**src/rtl/conv_pkg.sv**
```systemverilog
// conv_pkg: shared constants, state type and address helper for the conv2 kernel fetcher
package conv_pkg;
  localparam int DATA_W = 16;
  localparam int ADDR_W = 8;
  localparam int KLEN = 25;
  localparam int NUM_K = 10;
  localparam int NPAIR = (KLEN + 1) / 2;
  localparam int PAIR_W = $clog2(NPAIR + 1);
  localparam int FIFO_W = 2 * DATA_W + 2;
  localparam bit KLEN_ODD = (KLEN % 2) == 1;
  typedef enum logic [1:0] {IDLE, FETCH, DRAIN} state_t;
  typedef logic [ADDR_W-1:0] addr_t;
  function automatic addr_t even_addr(addr_t base, logic [PAIR_W-1:0] pair);
    return base + addr_t'({pair, 1'b0});
  endfunction
endpackage

```
**src/rtl/conv2_kernel_fetch_if.sv**
```systemverilog
// conv2_kernel_fetch_if: ROM read port plus weight-pair stream between fetcher and MAC array
interface conv2_kernel_fetch_if;
  import conv_pkg::*;
  logic [ADDR_W-1:0] rom_address_a, rom_address_b;
  logic [DATA_W-1:0] rom_q_a, rom_q_b, out_w0, out_w1;
  logic out_valid, out_ready, out_w1_valid, out_last;
  modport master(
    output rom_address_a, rom_address_b, out_valid, out_w0, out_w1, out_w1_valid, out_last,
    input rom_q_a, rom_q_b, out_ready
  );
  modport slave(
    input rom_address_a, rom_address_b, out_valid, out_w0, out_w1, out_w1_valid, out_last,
    output rom_q_a, rom_q_b, out_ready
  );
endinterface

```
**src/rtl/conv_weight_skid_fifo.sv**
```systemverilog
// conv_weight_skid_fifo: 2-entry buffer for returned weight pairs {w0, w1, w1_valid, last}
module conv_weight_skid_fifo
  import conv_pkg::*;
(
  input  logic              clock,
  input  logic              reset_n,
  input  logic              push,
  input  logic              ready,
  input  logic [FIFO_W-1:0] din,
  output logic              valid,
  output logic [1:0]        count,
  output logic [FIFO_W-1:0] dout
);
  logic [FIFO_W-1:0] head_q, head_d, tail_q, tail_d;
  logic [1:0] cnt_q, cnt_d;
  logic pop;
  always_comb begin
    pop = (cnt_q != 2'd0) && ready;
    head_d = (push && (cnt_q == 2'd0 || (pop && cnt_q == 2'd1))) ? din :
             (pop && cnt_q == 2'd2) ? tail_q : head_q;
    tail_d = (push && (cnt_q == 2'd2 ? pop : (cnt_q == 2'd1 && !pop))) ? din : tail_q;
    cnt_d = cnt_q + 2'(push) - 2'(pop);
  end
  always_ff @(posedge clock or negedge reset_n) begin
    if (!reset_n) begin
      head_q <= '0;
      tail_q <= '0;
      cnt_q <= '0;
    end else begin
      head_q <= head_d;
      tail_q <= tail_d;
      cnt_q <= cnt_d;
    end
  end
  assign valid = cnt_q != 2'd0;
  assign count = cnt_q;
  assign dout = head_q;
endmodule

```
**src/rtl/conv2_kernel_fetch.sv**
```systemverilog
// conv2_kernel_fetch: walks one kernel of the dual-port weight ROM, streaming even/odd pairs
module conv2_kernel_fetch
  import conv_pkg::*;
(
  input  logic       clock,
  input  logic       reset_n,
  input  logic       start,
  input  logic [3:0] kernel_sel,
  output logic       busy,
  output logic       done,
  output logic       err,
  conv2_kernel_fetch_if.master bus
);
  state_t state_q, state_d;
  addr_t base_q, base_d, addr_a_q, addr_a_d, addr_b_q, addr_b_d;
  logic [PAIR_W-1:0] pair_q, pair_d;
  logic addr_ok_q, addr_ok_d, inf_q, inf_d, inf_last_q, inf_last_d, inf_w1v_q, inf_w1v_d;
  logic busy_q, busy_d, done_q, done_d, err_q, err_d;
  logic bad_sel, accept, pop, issue, last_issue, load_addr, fifo_valid;
  logic [1:0] count;
  logic [2:0] level;
  logic [FIFO_W-1:0] din, dout;
  always_comb begin
    bad_sel = kernel_sel >= 4'(NUM_K);
    accept = state_q == IDLE && start && !bad_sel;
    pop = fifo_valid && bus.out_ready;
    // occupancy once the in-flight pair lands and this cycle's pop leaves
    level = 3'(count) + 3'(inf_q) - 3'(pop);
    issue = state_q == FETCH && addr_ok_q && level < 3'd2;
    last_issue = issue && pair_q == PAIR_W'(NPAIR - 1);
    pair_d = accept ? '0 : pair_q + PAIR_W'(issue);
    base_d = accept ? addr_t'(kernel_sel) * addr_t'(KLEN) : base_q;
    // addresses lead the counter so they never step past the kernel's last weight
    load_addr = state_q == FETCH && (!addr_ok_q || (issue && !last_issue));
    addr_a_d = load_addr ? even_addr(base_q, pair_d) : addr_a_q;
    addr_b_d = !load_addr ? addr_b_q :
               (KLEN_ODD && pair_d == PAIR_W'(NPAIR - 1)) ? addr_a_d : addr_a_d + addr_t'(1);
    addr_ok_d = state_q == FETCH;
    inf_d = issue;
    inf_last_d = last_issue;
    inf_w1v_d = !(KLEN_ODD && last_issue);
    state_d = state_q == IDLE ? (accept ? FETCH : IDLE) :
              state_q == FETCH ? (last_issue ? DRAIN : FETCH) :
              (pop && dout[0]) ? IDLE : DRAIN;
    done_d = state_q == DRAIN && pop && dout[0];
    busy_d = state_d != IDLE;
    err_d = state_q == IDLE && start && bad_sel;
    din = {bus.rom_q_a, inf_w1v_q ? bus.rom_q_b : {DATA_W{1'b0}}, inf_w1v_q, inf_last_q};
  end
  always_ff @(posedge clock or negedge reset_n) begin
    if (!reset_n) begin
      state_q <= IDLE;
      base_q <= '0;
      addr_a_q <= '0;
      addr_b_q <= '0;
      pair_q <= '0;
      addr_ok_q <= 1'b0;
      inf_q <= 1'b0;
      inf_last_q <= 1'b0;
      inf_w1v_q <= 1'b0;
      busy_q <= 1'b0;
      done_q <= 1'b0;
      err_q <= 1'b0;
    end else begin
      state_q <= state_d;
      base_q <= base_d;
      addr_a_q <= addr_a_d;
      addr_b_q <= addr_b_d;
      pair_q <= pair_d;
      addr_ok_q <= addr_ok_d;
      inf_q <= inf_d;
      inf_last_q <= inf_last_d;
      inf_w1v_q <= inf_w1v_d;
      busy_q <= busy_d;
      done_q <= done_d;
      err_q <= err_d;
    end
  end
  conv_weight_skid_fifo u_fifo (
    .clock(clock), .reset_n(reset_n), .push(inf_q), .ready(bus.out_ready), .din(din),
    .valid(fifo_valid), .count(count), .dout(dout)
  );
  assign busy = busy_q;
  assign done = done_q;
  assign err = err_q;
  assign bus.rom_address_a = addr_a_q;
  assign bus.rom_address_b = addr_b_q;
  assign bus.out_valid = fifo_valid;
  assign {bus.out_w0, bus.out_w1, bus.out_w1_valid, bus.out_last} = dout;
endmodule

```
**src/flat_wrapper.sv**
```systemverilog
// flat-port wrapper written by rule: the top's interface ports become plain ports
module conv2_kernel_fetch_flat import conv_pkg::*;
  (clock, reset_n, start, kernel_sel, busy, done, err, bus_rom_address_a, bus_rom_address_b, bus_out_valid, bus_out_w0, bus_out_w1, bus_out_w1_valid, bus_out_last, bus_rom_q_a, bus_rom_q_b, bus_out_ready);
  conv2_kernel_fetch_if bus_i ();
  input  logic clock;
  input  logic reset_n;
  input  logic start;
  input  logic [3:0] kernel_sel;
  output logic busy;
  output logic done;
  output logic err;
  output wire logic [$bits(bus_i.rom_address_a)-1:0] bus_rom_address_a;
  output wire logic [$bits(bus_i.rom_address_b)-1:0] bus_rom_address_b;
  output wire logic [$bits(bus_i.out_valid)-1:0] bus_out_valid;
  output wire logic [$bits(bus_i.out_w0)-1:0] bus_out_w0;
  output wire logic [$bits(bus_i.out_w1)-1:0] bus_out_w1;
  output wire logic [$bits(bus_i.out_w1_valid)-1:0] bus_out_w1_valid;
  output wire logic [$bits(bus_i.out_last)-1:0] bus_out_last;
  input wire logic [$bits(bus_i.rom_q_a)-1:0] bus_rom_q_a;
  input wire logic [$bits(bus_i.rom_q_b)-1:0] bus_rom_q_b;
  input wire logic [$bits(bus_i.out_ready)-1:0] bus_out_ready;
  assign bus_rom_address_a = bus_i.rom_address_a;
  assign bus_rom_address_b = bus_i.rom_address_b;
  assign bus_out_valid = bus_i.out_valid;
  assign bus_out_w0 = bus_i.out_w0;
  assign bus_out_w1 = bus_i.out_w1;
  assign bus_out_w1_valid = bus_i.out_w1_valid;
  assign bus_out_last = bus_i.out_last;
  assign bus_i.rom_q_a = bus_rom_q_a;
  assign bus_i.rom_q_b = bus_rom_q_b;
  assign bus_i.out_ready = bus_out_ready;
  conv2_kernel_fetch u_core (.clock(clock), .reset_n(reset_n), .start(start), .kernel_sel(kernel_sel), .busy(busy), .done(done), .err(err), .bus(bus_i));
endmodule
```
**config.mk**
```make
export PLATFORM = sky130hd
export DESIGN_NAME = conv2_kernel_fetch_flat
export DESIGN_NICKNAME = d
export VERILOG_FILES = /design/src/rtl/conv_pkg.sv /design/src/rtl/conv2_kernel_fetch_if.sv /design/src/rtl/conv_weight_skid_fifo.sv /design/src/rtl/conv2_kernel_fetch.sv /design/src/flat_wrapper.sv
export SDC_FILE = /design/constraint.sdc
export NUM_CORES = 1
export LEC_CHECK = 0
export ABC_CLOCK_PERIOD_IN_PS = 9900
export CORE_MARGIN = 8
export CORE_UTILIZATION = 30
export CTS_CLUSTER_DIAMETER = 50
export CTS_CLUSTER_SIZE = 20
export DETAILED_ROUTE_END_ITERATION = 8
export RECOVER_POWER = 25
export SLEW_MARGIN = 20
export SYNTH_ARGS = -nofsm -noshare
export SYNTH_HDL_FRONTEND = slang
export SYNTH_SLANG_ARGS = --single-unit
```
**constraint.sdc**
```tcl
create_clock -name clock -period 9.9 [get_ports clock]
set_input_delay 1.98 -clock clock [delete_from_list [all_inputs] [get_ports clock]]
set_output_delay 1.98 -clock clock [all_outputs]
set_load 0.1 [all_outputs]
```
==> reports/results.ini <==
[critical_path]
crit_arrival_ps=6600
critPathMaxStageDelay_ps=610
startpoint_type=input port
path_cells=dlygate4sd3_1 -> nand2_1 -> xnor2_1 -> ha_1 -> inv_1 -> fa_1 -> xnor2_1 -> nand2_1 -> nor3_1 -> ha_1 -> nand3_1 -> xor2_1 -> nor2_1 -> ha_1 -> or4b_2 -> o21ai_0 -> o21ai_0 -> o31a_1 -> o31ai_1
rr_startpoint=u_core.u_fifo.count[1]
path_common_cell=ha_1
worstSetupPathType=input port to flip-flop
crit_buf_inv=2
cp-end-kind=flip-flop
critPathLaunch=bus_out_ready
cp_max_fo=8
critPathSlowestCell=dlygate4sd3_1
cp_top_family=simple AND/OR/NAND/NOR gates
required_ps=10150

[grt]
grt_max_degree=69
grt_pass1_vias=3838
groute.usage.overall=0.113
grt_pass1_wl_um=19800
gr-total-overflow=0
grt_antenna_before_repair=0

[floorplanning]
start_util=0.304
row_count=47
die_x_um=145
dieArea_sq_mm=0.0211
io_pins=94
dieHeight_um=145
core_area_sq_mm=0.0165

[timing]
post-route-period-util=0.641
max_freq_mhz=158
tightest_slew_ps=2920
fin_skew_ps=5.69
relSlewSlack=-0.947
setup_viol_count_final=0
layout_min_cycle_time_ps=6350
slew_viol_final=110
worst_slack_ps=3550
setup_tns_ps=0
hold_viol=0
rsz0062_at_grt=false

[clock_network]
cts_made_buffers=9
path_clk_slew_ps=70
cts-root-buf=clkbuf_16
ctsHoldBuffers=0
clk_latency_ps=340
cts.sinks=107
cts_resized=0
clock_path_buffers=2
cts_tree=built
cts_setup_buffers=0
h-tree-depth=3

[layout]
multi_input_area_sq_mm=0.00219
area_delta_synth_final_pct=28.1
finalInstanceArea_sq_mm=0.00641
diodes=0
seq_area_sq_mm=0.00268
nFillCells=1617
drive_gt1_frac=0.101
layoutNonFillerInstCount=787
fin_nets=623

[outcome]
outcome=complete, but fails checks
violations=capacitance limit, slew limit

[synth]
synth_largest_area_cell=dfrtp_1
synthFlopType=dfrtp_1
synth_most_common_cell=dfrtp_1
yosys_warnings=0
synth_cell_types=43
synth_area_leaders=dfrtp_1 54%, mux2_2 7.7%, nand2_1 7.3%, o21ai_0 5.3%, ha_1 4.5%
syn-num-nets=538
syn_avg_cell_area_sq_um=10.5
ys_seq_area_frac=0.535
netlist.area_leader.share=0.535
synth_area_sq_mm=0.00500
synth-edff-count=0
synthTopCellsByCount=107 x dfrtp_1, 97 x nand2_1, 53 x o21ai_0, 34 x mux2_2, 29 x nor2_1
synthArstFlopShare=1.00
syn_inst=477
ys_ff_latch=107

[routing]
drt-total-wl_um=11700
antenna_left=0
dr.pass1.iters=4
drcViolationCount=0
via_per_inst=4.65
vias=3663
routedWlPerCell_um=14.9
drtIter0Drc=158

[min_path]
worstHoldStart=u_core.u_fifo.tail_q[13]
min_path_type=flip-flop to flip-flop

[placement]
placed_area_sq_mm=0.00614
placedCellCount=771
routabilityCongestion=0.832
dp_hpwl_um=8230
numPortBuffers=93
pre_cts_ws_ps=3260

[job]
maxCapViolations=2

==> per-stage QoR <==
stage,hold WS [ps],util
finish,475,0.389
global placement,459,0.373
floorplan,441,-
global route,508,0.389
CTS,484,0.390
detailed placement,468,0.373
==> state kept, by name, summed over array words and instances (netlist names) <==
name and count:
u_core.inf_w1v_q 1, u_core.err 1, u_core.bus.rom_address_b 8, u_core.u_fifo.dout 34
u_core.base_q 8, u_core.inf_last_q 1, u_core.done 1, u_core.pair_q 4
u_core.addr_ok_q 1, u_core.inf_q 1, u_core.u_fifo.tail_q 34, u_core.state_q 2
u_core.busy 1, u_core.u_fifo.count 2, u_core.bus.rom_address_a 8
==> worst paths after layout <==
path | endpoint | cells past startpoint | slack (ps)
setup reg to reg | u_core.bus.rom_address_b[7] | 19 | 5010
min in group asynchronous | u_core.bus.rom_address_b[6] | 1 | 2560
hold / removal | u_core.u_fifo.tail_q[13] | 2 | 480
hold reg to reg | u_core.u_fifo.tail_q[13] | 2 | 480
max in group asynchronous | u_core.u_fifo.tail_q[27] | 2 | 3610
setup / recovery | u_core.bus.rom_address_b[7] | 19 | 3550
==> worst register-to-register path: stages, from the launching register on <==
cell and delay (ps):
dfrtp_1 470, or2_2 360, nand2_1 130, xnor2_1 140, ha_1 200, inv_1 60
fa_1 370, xnor2_1 210, nand2_1 90, nor3_1 240, ha_1 220, nand3_1 90
xor2_1 300, nor2_1 100, ha_1 440, or4b_2 600, o21ai_0 120, o21ai_0 140
o31a_1 300, o31ai_1 210
==> metal layers <==
layer  part of all wire  vias up  track usage  routed length [um]
li1                   -     1783            -                   -
met1               0.47     1771        0.144                5510
met2               0.47       95        0.184                5520
met3              0.043       14       0.0261                 507
met4              0.016        0       0.0422                 192
met5                  0        -            0                   0
==> cell type report <==
class,count,area share
timing repair buffer,96,0.147
clock buffer,15,0.0418
inverter,14,0.00820
clock inverter,1,0.00117
sequential,107,0.418
multi-input combinational,334,0.341
tap,220,0.0429
==> cell families after synthesis <==
group,Yosys count,synth area share
DFF,107,0.535
xor gates and xnor gates,17,0.0298
and+or+nand+nor,160,0.145
muxes,54,0.117
adders and majority gates,21,0.0570
AOI/OAI and AO/OA,82,0.0873
buffers and inverters,36,0.0293
==> cells in the final DEF, fill, tap and decap left out, drive strengths merged, types with 2 or more instances in the layout <==
| cell type | count |
|---|---|
| mux2i | 20 |
| mux2 | 34 |
| o21a | 2 |
| dlygate4sd3 | 2 |
| nor4 | 4 |
| nand2b | 4 |
| xnor2 | 11 |
| nand3b | 2 |
| buf | 2 |
| fa | 3 |
| clkbuf | 17 |
| nand3 | 4 |
| or3 | 3 |
| nand4 | 3 |
| nor2 | 29 |
| a21oi | 19 |
| xor2 | 6 |
| a31oi | 2 |
| dfrtp | 107 |
| nor2b | 2 |
| nor3 | 3 |
| a21o | 2 |
| o21ai | 53 |
| nand2 | 97 |
| inv | 14 |
| ha | 18 |
| clkdlybuf4s50 | 90 |
Power is not shown: default switching activity piles up to over one toggle a cycle in this logic, so the estimate is an artifact.
